$ cat src/rtl/ball_motion_if.sv
// ball_motion_if
//   Bundles the ball engine's control/hit inputs and its position/status
//   outputs so the block array, bar logic and renderer share one connection.
//   Clock and reset are not part of the bundle; they stay plain ports.
//
//   master : drives start and the OR-collected hit flags, reads ball state
//   slave  : the ball engine itself (ball_motion)
//
//   start                         launch / relaunch request
//   hit_up/down/left/right        OR of all block instance contact flags
//   hit_bar                       ball touching the top of the bar
//   x_ball, y_ball                registered ball centre
//   next_x, next_y                position after the next motion tick
//   dir_x, dir_y                  direction, 1 = +x / +y (right / down)
//   moving, lost, tick            status and motion-update strobe
interface ball_motion_if;
    logic       start;
    logic       hit_up;
    logic       hit_down;
    logic       hit_left;
    logic       hit_right;
    logic       hit_bar;
    logic [9:0] x_ball;
    logic [9:0] y_ball;
    logic [9:0] next_x;
    logic [9:0] next_y;
    logic       dir_x;
    logic       dir_y;
    logic       moving;
    logic       lost;
    logic       tick;

    modport master (
        output start, hit_up, hit_down, hit_left, hit_right, hit_bar,
        input  x_ball, y_ball, next_x, next_y, dir_x, dir_y, moving, lost, tick
    );

    modport slave (
        input  start, hit_up, hit_down, hit_left, hit_right, hit_bar,
        output x_ball, y_ball, next_x, next_y, dir_x, dir_y, moving, lost, tick
    );
endinterface

$ cat src/rtl/ball_motion.sv
// ball_motion
//   Ball position engine for the Breakout datapath. Collects block/bar hit
//   flags into a sticky register between motion ticks, resolves the ball
//   direction against the playfield walls and the collected hits at each
//   tick, and steps the ball by STEP pixels per axis. A ball that reaches the
//   bottom band is declared lost and frozen until the next start.
//
//   Ports:
//     clock  : single clock, all state on its rising edge
//     reset  : synchronous, active-high
//     bus    : ball_motion_if.slave (start, hit flags in; position, next
//              position, direction, moving, lost, tick out)
//
//   Parameters: R_BALL, STEP (1..R_BALL), X0, Y0, TICK_DIV (>= 2), TICK_MIN.
//
//   Build option BALL_SPEEDUP_EN: when defined, every eighth tick that
//   consumed a block hit halves the tick period, floored at TICK_MIN. When
//   undefined the period is the constant TICK_DIV.
module ball_motion #(
    parameter int R_BALL   = 8,
    parameter int STEP     = 1,
    parameter int X0       = 320,
    parameter int Y0       = 400,
    parameter int TICK_DIV = 250000,
    parameter int TICK_MIN = 62500
) (
    input  logic         clock,
    input  logic         reset,
    ball_motion_if.slave bus
);

    // Counter width covers both period bounds so floor comparisons never truncate.
    localparam int DIV_MAX = (TICK_DIV > TICK_MIN) ? TICK_DIV : TICK_MIN;
    localparam int DIV_W   = $clog2(DIV_MAX + 1);

    localparam logic [DIV_W-1:0] DIV_INIT = DIV_W'(TICK_DIV);
    localparam logic [DIV_W-1:0] DIV_ONE  = DIV_W'(1);
    localparam logic [9:0]       X0_V     = 10'(X0);
    localparam logic [9:0]       Y0_V     = 10'(Y0);
    localparam logic [9:0]       R_V      = 10'(R_BALL);
    localparam logic [9:0]       STEP_V   = 10'(STEP);
    localparam logic [9:0]       X_WALL   = 10'(640 - R_BALL);
    localparam logic [9:0]       Y_LOSS   = 10'(480 - R_BALL);

    typedef enum logic [1:0] {
        IDLE = 2'd0,
        RUN  = 2'd1,
        LOST = 2'd2
    } state_t;

    state_t           state_r;
    logic [9:0]       x_r;
    logic [9:0]       y_r;
    logic             dir_x_r;
    logic             dir_y_r;
    logic             moving_r;
    logic             lost_r;
    logic             tick_r;
    logic [DIV_W-1:0] cnt_r;
    logic [DIV_W-1:0] cnt_inc_s;
    logic [DIV_W-1:0] div_s;

    // Hit vector layout: {up, down, left, right, bar}
    logic [4:0]       sticky_r;
    logic [4:0]       hits_s;
    logic [4:0]       eff_s;
    logic             hit_l_s;
    logic             hit_r_s;
    logic             hit_u_s;
    logic             hit_d_s;

    logic             dir_x_res_s;
    logic             dir_y_res_s;
    logic             loss_s;
    logic [9:0]       step_x_s;
    logic [9:0]       step_y_s;
    logic [9:0]       next_x_s;
    logic [9:0]       next_y_s;

`ifdef BALL_SPEEDUP_EN
    localparam logic [DIV_W-1:0] DIV_MIN = DIV_W'(TICK_MIN);

    logic [DIV_W-1:0] div_r;
    logic [DIV_W-1:0] div_half_s;
    logic [DIV_W-1:0] div_dec_s;
    logic [2:0]       hit_cnt_r;
    logic             block_hit_s;

    // Halved tick period, clamped to the floor
    always_comb begin
        div_half_s = {1'b0, div_r[DIV_W-1:1]};
        if (div_half_s < DIV_MIN) begin
            div_dec_s = DIV_MIN;
        end else begin
            div_dec_s = div_half_s;
        end
    end

    assign div_s       = div_r;
    // The bar does not count towards speedup, only block contacts do.
    assign block_hit_s = |eff_s[4:1];
`else
    assign div_s = DIV_INIT;
`endif

    assign hits_s    = {bus.hit_up, bus.hit_down, bus.hit_left, bus.hit_right, bus.hit_bar};
    assign cnt_inc_s = cnt_r + DIV_ONE;

    // Direction resolution and step; live flags are folded in so a hit in the
    // tick cycle itself is consumed by that tick and next_x/next_y agree with it.
    always_comb begin
        eff_s   = sticky_r | hits_s;
        hit_u_s = eff_s[4] | eff_s[0];
        hit_d_s = eff_s[3];
        hit_l_s = eff_s[2];
        hit_r_s = eff_s[1];

        if (x_r <= R_V) begin
            dir_x_res_s = 1'b1;
        end else if (x_r >= X_WALL) begin
            dir_x_res_s = 1'b0;
        end else if (hit_l_s && hit_r_s) begin
            dir_x_res_s = ~dir_x_r;
        end else if (hit_l_s) begin
            dir_x_res_s = 1'b0;
        end else if (hit_r_s) begin
            dir_x_res_s = 1'b1;
        end else begin
            dir_x_res_s = dir_x_r;
        end

        // Only the top edge is a wall on y; the bottom band is the loss zone.
        if (y_r <= R_V) begin
            dir_y_res_s = 1'b1;
        end else if (hit_u_s && hit_d_s) begin
            dir_y_res_s = ~dir_y_r;
        end else if (hit_u_s) begin
            dir_y_res_s = 1'b0;
        end else if (hit_d_s) begin
            dir_y_res_s = 1'b1;
        end else begin
            dir_y_res_s = dir_y_r;
        end

        if (dir_x_res_s) begin
            step_x_s = x_r + STEP_V;
        end else begin
            step_x_s = x_r - STEP_V;
        end

        if (dir_y_res_s) begin
            step_y_s = y_r + STEP_V;
        end else begin
            step_y_s = y_r - STEP_V;
        end

        loss_s = (y_r >= Y_LOSS);

        if (state_r == RUN) begin
            next_x_s = step_x_s;
            next_y_s = step_y_s;
        end else begin
            next_x_s = x_r;
            next_y_s = y_r;
        end
    end

    // Game FSM, tick divider, sticky hits and ball position
    always_ff @(posedge clock) begin
        if (reset) begin
            state_r   <= IDLE;
            x_r       <= X0_V;
            y_r       <= Y0_V;
            dir_x_r   <= 1'b1;
            dir_y_r   <= 1'b0;
            moving_r  <= 1'b0;
            lost_r    <= 1'b0;
            tick_r    <= 1'b0;
            cnt_r     <= {DIV_W{1'b0}};
            sticky_r  <= 5'b00000;
`ifdef BALL_SPEEDUP_EN
            div_r     <= DIV_INIT;
            hit_cnt_r <= 3'd0;
`endif
        end else begin
            case (state_r)
                IDLE: begin
                    if (bus.start) begin
                        state_r  <= RUN;
                        moving_r <= 1'b1;
                        cnt_r    <= {DIV_W{1'b0}};
                        tick_r   <= 1'b0;
                        sticky_r <= 5'b00000;
                    end
                end
                RUN: begin
                    if (tick_r) begin
                        cnt_r    <= {DIV_W{1'b0}};
                        tick_r   <= 1'b0;
                        sticky_r <= 5'b00000;
                        if (loss_s) begin
                            state_r  <= LOST;
                            moving_r <= 1'b0;
                            lost_r   <= 1'b1;
                        end else begin
                            x_r     <= step_x_s;
                            y_r     <= step_y_s;
                            dir_x_r <= dir_x_res_s;
                            dir_y_r <= dir_y_res_s;
                        end
`ifdef BALL_SPEEDUP_EN
                        if (block_hit_s) begin
                            hit_cnt_r <= hit_cnt_r + 3'd1;
                            if (hit_cnt_r == 3'd7) begin
                                div_r <= div_dec_s;
                            end
                        end
`endif
                    end else begin
                        // tick is registered: raise it for the cycle whose count is div-1
                        cnt_r    <= cnt_inc_s;
                        tick_r   <= (cnt_inc_s == (div_s - DIV_ONE));
                        sticky_r <= eff_s;
                    end
                end
                LOST: begin
                    if (bus.start) begin
                        state_r   <= RUN;
                        x_r       <= X0_V;
                        y_r       <= Y0_V;
                        dir_x_r   <= 1'b1;
                        dir_y_r   <= 1'b0;
                        moving_r  <= 1'b1;
                        lost_r    <= 1'b0;
                        tick_r    <= 1'b0;
                        cnt_r     <= {DIV_W{1'b0}};
                        sticky_r  <= 5'b00000;
`ifdef BALL_SPEEDUP_EN
                        div_r     <= DIV_INIT;
                        hit_cnt_r <= 3'd0;
`endif
                    end
                end
                default: begin
                    state_r  <= IDLE;
                    moving_r <= 1'b0;
                    lost_r   <= 1'b0;
                    tick_r   <= 1'b0;
                end
            endcase
        end
    end

    assign bus.x_ball = x_r;
    assign bus.y_ball = y_r;
    assign bus.next_x = next_x_s;
    assign bus.next_y = next_y_s;
    assign bus.dir_x  = dir_x_r;
    assign bus.dir_y  = dir_y_r;
    assign bus.moving = moving_r;
    assign bus.lost   = lost_r;
    assign bus.tick   = tick_r;

endmodule

$ cat src/flat_wrapper.sv
// flat-port wrapper written by rule: the top's interface ports become plain ports
module ball_motion_flat 
#(
    parameter int R_BALL   = 8,
    parameter int STEP     = 1,
    parameter int X0       = 320,
    parameter int Y0       = 400,
    parameter int TICK_DIV = 250000,
    parameter int TICK_MIN = 62500
)
  (clock, reset, bus_start, bus_hit_up, bus_hit_down, bus_hit_left, bus_hit_right, bus_hit_bar, bus_x_ball, bus_y_ball, bus_next_x, bus_next_y, bus_dir_x, bus_dir_y, bus_moving, bus_lost, bus_tick);
  ball_motion_if bus_i ();
  input  logic clock;
  input  logic reset;
  input wire logic [$bits(bus_i.start)-1:0] bus_start;
  input wire logic [$bits(bus_i.hit_up)-1:0] bus_hit_up;
  input wire logic [$bits(bus_i.hit_down)-1:0] bus_hit_down;
  input wire logic [$bits(bus_i.hit_left)-1:0] bus_hit_left;
  input wire logic [$bits(bus_i.hit_right)-1:0] bus_hit_right;
  input wire logic [$bits(bus_i.hit_bar)-1:0] bus_hit_bar;
  output wire logic [$bits(bus_i.x_ball)-1:0] bus_x_ball;
  output wire logic [$bits(bus_i.y_ball)-1:0] bus_y_ball;
  output wire logic [$bits(bus_i.next_x)-1:0] bus_next_x;
  output wire logic [$bits(bus_i.next_y)-1:0] bus_next_y;
  output wire logic [$bits(bus_i.dir_x)-1:0] bus_dir_x;
  output wire logic [$bits(bus_i.dir_y)-1:0] bus_dir_y;
  output wire logic [$bits(bus_i.moving)-1:0] bus_moving;
  output wire logic [$bits(bus_i.lost)-1:0] bus_lost;
  output wire logic [$bits(bus_i.tick)-1:0] bus_tick;
  assign bus_i.start = bus_start;
  assign bus_i.hit_up = bus_hit_up;
  assign bus_i.hit_down = bus_hit_down;
  assign bus_i.hit_left = bus_hit_left;
  assign bus_i.hit_right = bus_hit_right;
  assign bus_i.hit_bar = bus_hit_bar;
  assign bus_x_ball = bus_i.x_ball;
  assign bus_y_ball = bus_i.y_ball;
  assign bus_next_x = bus_i.next_x;
  assign bus_next_y = bus_i.next_y;
  assign bus_dir_x = bus_i.dir_x;
  assign bus_dir_y = bus_i.dir_y;
  assign bus_moving = bus_i.moving;
  assign bus_lost = bus_i.lost;
  assign bus_tick = bus_i.tick;
  ball_motion #(.R_BALL(R_BALL), .STEP(STEP), .X0(X0), .Y0(Y0), .TICK_DIV(TICK_DIV), .TICK_MIN(TICK_MIN)) u_core (.clock(clock), .reset(reset), .bus(bus_i));
endmodule
$ cat config.mk
export PLATFORM = sky130hd
export DESIGN_NAME = ball_motion_flat
export DESIGN_NICKNAME = d
export VERILOG_FILES = /design/src/rtl/ball_motion_if.sv /design/src/rtl/ball_motion.sv /design/src/flat_wrapper.sv
export SDC_FILE = /design/constraint.sdc
export NUM_CORES = 1
export LEC_CHECK = 0
export ABC_AREA = 1
export CORE_ASPECT_RATIO = 0.75
export CORE_MARGIN = 2
export CORE_UTILIZATION = 56
export CTS_CLUSTER_SIZE = 25
export DETAILED_ROUTE_END_ITERATION = 8
export PLACE_DENSITY_LB_ADDON = 0.05
export SETUP_SLACK_MARGIN = 0.5
export SKIP_LAST_GASP = 1
export SLEW_MARGIN = 0
export SYNTH_ARGS = -nofsm -noshare
export SYNTH_HDL_FRONTEND = slang
export SYNTH_SLANG_ARGS = --single-unit
export TNS_END_PERCENT = 30
$ cat constraint.sdc
create_clock -name clock -period 4 [get_ports clock]
set_input_delay 0.6 -clock clock [delete_from_list [all_inputs] [get_ports clock]]
set_output_delay 0.6 -clock clock [all_outputs]
set_load 0.02 [all_outputs]
==> impl_metrics.env <==
export IMPL_synth_top_cell_by_area="dfxtp_1"
export IMPL_cp_arrival_ns=2.90
export IMPL_grt_pass1_wl_mm=17.8
export IMPL_io_buffers=52
export IMPL_period_minus_slack_ns=3.50
export IMPL_leakage_uw=0.00211
export IMPL_fin_skew_ns=0.00269
export IMPL_antenna_found_initial=0
export IMPL_first_pass_iters=5
export IMPL_cts_max_level=2
export IMPL_crit_path_end_kind="output port"
export IMPL_grt_pass1_vias=3881
export IMPL_setup_viol=0
export IMPL_timing_rr_end="u_core.bus.x_ball[8]"
export IMPL_crit_end="bus_next_x[1]"
export IMPL_max_cap_violations=0
export IMPL_crit_fanout=8
export IMPL_min_path_cells=2
export IMPL_initial_core_util_pct=57.7
export IMPL_grt_max_degree=41
export IMPL_outcome="completed"
export IMPL_power_density_mw_per_mm2=644
export IMPL_min_path_type="flop to flop"
export IMPL_syn_num_nets=589
export IMPL_fmax_mhz=285
export IMPL_fin_nets=688
export IMPL_ir_drop_v=0.000471
export IMPL_cts_buffers=5
export IMPL_critPathRequiredTime_ns=3.40
export IMPL_netlist_instances=561
export IMPL_synth_seq_cells=50
export IMPL_place_gp_congestion=0.954
export IMPL_crit_path_start="u_core.bus.x_ball[0]"
export IMPL_ys_seq_area_share_pct=27.7
export IMPL_drtAntennaViolNets=0
export IMPL_grt_ovfl_total=0
export IMPL_cts_sinks=50
export IMPL_num_vias=4255
export IMPL_die_area_mm2=0.00712
export IMPL_drive_above_1_share_pct=24.2
export IMPL_synth_area_leaders="dfxtp_1 (28%), nand2_1 (18%), a21oi_1 (8.3%)"
export IMPL_grt_usage_pct=30.7
export IMPL_worst_pin_slew_ns=0.551
export IMPL_r2r_slack_ns=1.28
export IMPL_cts_root_buf="clkbuf_8"
export IMPL_start_kind="flop"
export IMPL_finalCritPeriodShare_pct=87.6
export IMPL_synth_area_per_cell_um2=6.44
export IMPL_worst_r2r_startpoint="u_core.bus.x_ball[0]"
export IMPL_wl_per_cell_um=16.0
export IMPL_die_w_um=96.7
export IMPL_synth_top_area_share_pct=27.7
export IMPL_drtIter0Drc=365
export IMPL_hold_violations=0
export IMPL_clkLatencyLatePin_ns=0.31
export IMPL_clkTransAtPathRegs_ns=0.10
export IMPL_cts_tree="done"
export IMPL_syn_area_mm2=0.00361
export IMPL_routed_wl_mm=11.9
export IMPL_die_h_um=73.6
export IMPL_slew_headroom_pct=63.3
export IMPL_hpwl_mm=7.82
export IMPL_whs_ns=0.469
export IMPL_rr_worst_depth=19
export IMPL_ctsHoldBuffers=0
export IMPL_placeableCoreArea_mm2=0.00626
export IMPL_syn2layout_area_growth_pct=36.8
export IMPL_yosys_warnings=0
export IMPL_route_detailed_drc=0
export IMPL_io_pin_count=53
export IMPL_maxSlewViolCount=0
export IMPL_rsz0062_at_grt="true"
export IMPL_total_power_uw=3180
export IMPL_path_class="flop to output port"
export IMPL_synth_cell_types=37
export IMPL_num_rows=25
export IMPL_diodes=0
export IMPL_cts_buffer_depth=2
export IMPL_viasPerCell=5.73
==> area by class of cell <==
| type | count | area [um^2] |
|---|---|---|
| multi-input cells | 440 | 2590 |
| fillers | 455 | 1310 |
| flip-flops and latches | 50 | 1010 |
| repair buffers | 108 | 907 |
| inverters | 55 | 224 |
| well taps | 81 | 101 |
| clock buffers | 6 | 72.6 |
| clock inverters | 2 | 37.5 |
==> worst max-delay path, cell delays in order, from the launching register on <==
cell and delay (ns):
dfxtp_2 0.39, inv_1 0.15, a21oi_1 0.10, nor2_1 0.12, nand2_1 0.12, nand2_4 0.13
clkinv_8 0.10, buf_4 0.15, fa_1 0.51, nand2_1 0.08, nand2_1 0.12, clkdlybuf4s50_1 0.61
==> what timing repair did <==
action                     4_1_cts  5_1_grt
setup endpoints to repair       18       18
pin swaps                        6       23
setup buffers                    2        6
resized for setup               50       91
==> cell usage after synthesis, drive strengths merged <==
library cell and instances:
a21o 3, o31ai 1, nand2 178, o21a 3, buf 8, nand3 53, nand4 8, a31oi 4
o22ai 2, nor3 6, inv 55, clkbuf 8, xor2 9, nand3b 1, a21boi 1, o211ai 3
o21ai 27, fa 2, ha 18, nor2 53, or2 3, a21oi 60, xnor2 5, dfxtp 50
==> metrics by stage <==
stage                     setup TNS [ns]  instance area, um^2  util (%)  setup slack, ns  instances
final                                  0                 4940      79.0            0.497        742
after global routing                   0                 4940      79.0            0.366        742
after CTS                              0                 4650      74.4            0.255        736
after detailed placement           -1.33                 4510      72.1           -0.200        726
after global placement            -0.673                 4510      72.1           -0.140        726
after floorplan                        0                 3610         -            0.770        561
==> routing by layer <==
layer / global-route usage, % / up-vias / wire length (um)
met3: 5.61 / 49 / 1150
met5: 0 / - / 0
met2: 50.2 / 232 / 5230
li1: - / 2041 / -
met1: 42.5 / 1933 / 5200
met4: 7.98 / 0 / 295
==> kinds of logic (layout without fill, tap and decap cells) <==
family / count (synthesis) / after routing / share of synthesized area (%)
flops: 50 / 50 / 27.7
compound gates: 104 / 104 / 16.1
simple gates: 302 / 302 / 37.2
buf+inv: 71 / 171 / 8.24
fa+ha+maj: 20 / 20 / 7.34
xor+xnor: 14 / 14 / 3.39
==> placed cells by master (no fill, tap or decap), types with 8 or more instances in the layout <==
cell type and count:
nand2_1 161, inv_1 45, ha_4 12, nand3_1 48, nand2_2 16, o21ai_0 19
buf_4 58, dfxtp_1 46, clkdlybuf4s50_1 30, xor2_1 9, nor2_2 10, a21oi_1 55
nand4_1 8, nor2_1 38
==> how the worst min path moves through the flow <==
stage | start | end | slack (ns)
6_report | u_core.sticky_r[3] | u_core.sticky_r[3] | 0.47
5_1_grt | u_core.bus.lost | u_core.bus.lost | 0.49
4_1_cts | u_core.sticky_r[3] | u_core.sticky_r[3] | 0.47
3_5_place_dp | u_core.sticky_r[3] | u_core.sticky_r[3] | 0.45
3_3_place_gp | u_core.sticky_r[3] | u_core.sticky_r[3] | 0.45
2_1_floorplan | u_core.sticky_r[3] | u_core.sticky_r[3] | 0.43
==> where the power goes <==
| group | switching, uW | internal (uW) |
|---|---|---|
| Clock | 183 | 187 |
| Combinational | 1140 | 971 |
| Sequential | 132 | 571 |
==> registers in the layout, summed over array words and instances, names as in the netlist <==
signal / cells
u_core.state_r: 2
u_core.sticky_r: 5
u_core.bus.dir_x: 1
u_core.bus.lost: 1
u_core.bus.tick: 1
u_core.bus.y_ball: 10
u_core.bus.moving: 1
u_core.cnt_r: 18
u_core.bus.x_ball: 10
u_core.bus.dir_y: 1
Power figures use the tool's default switching activity.
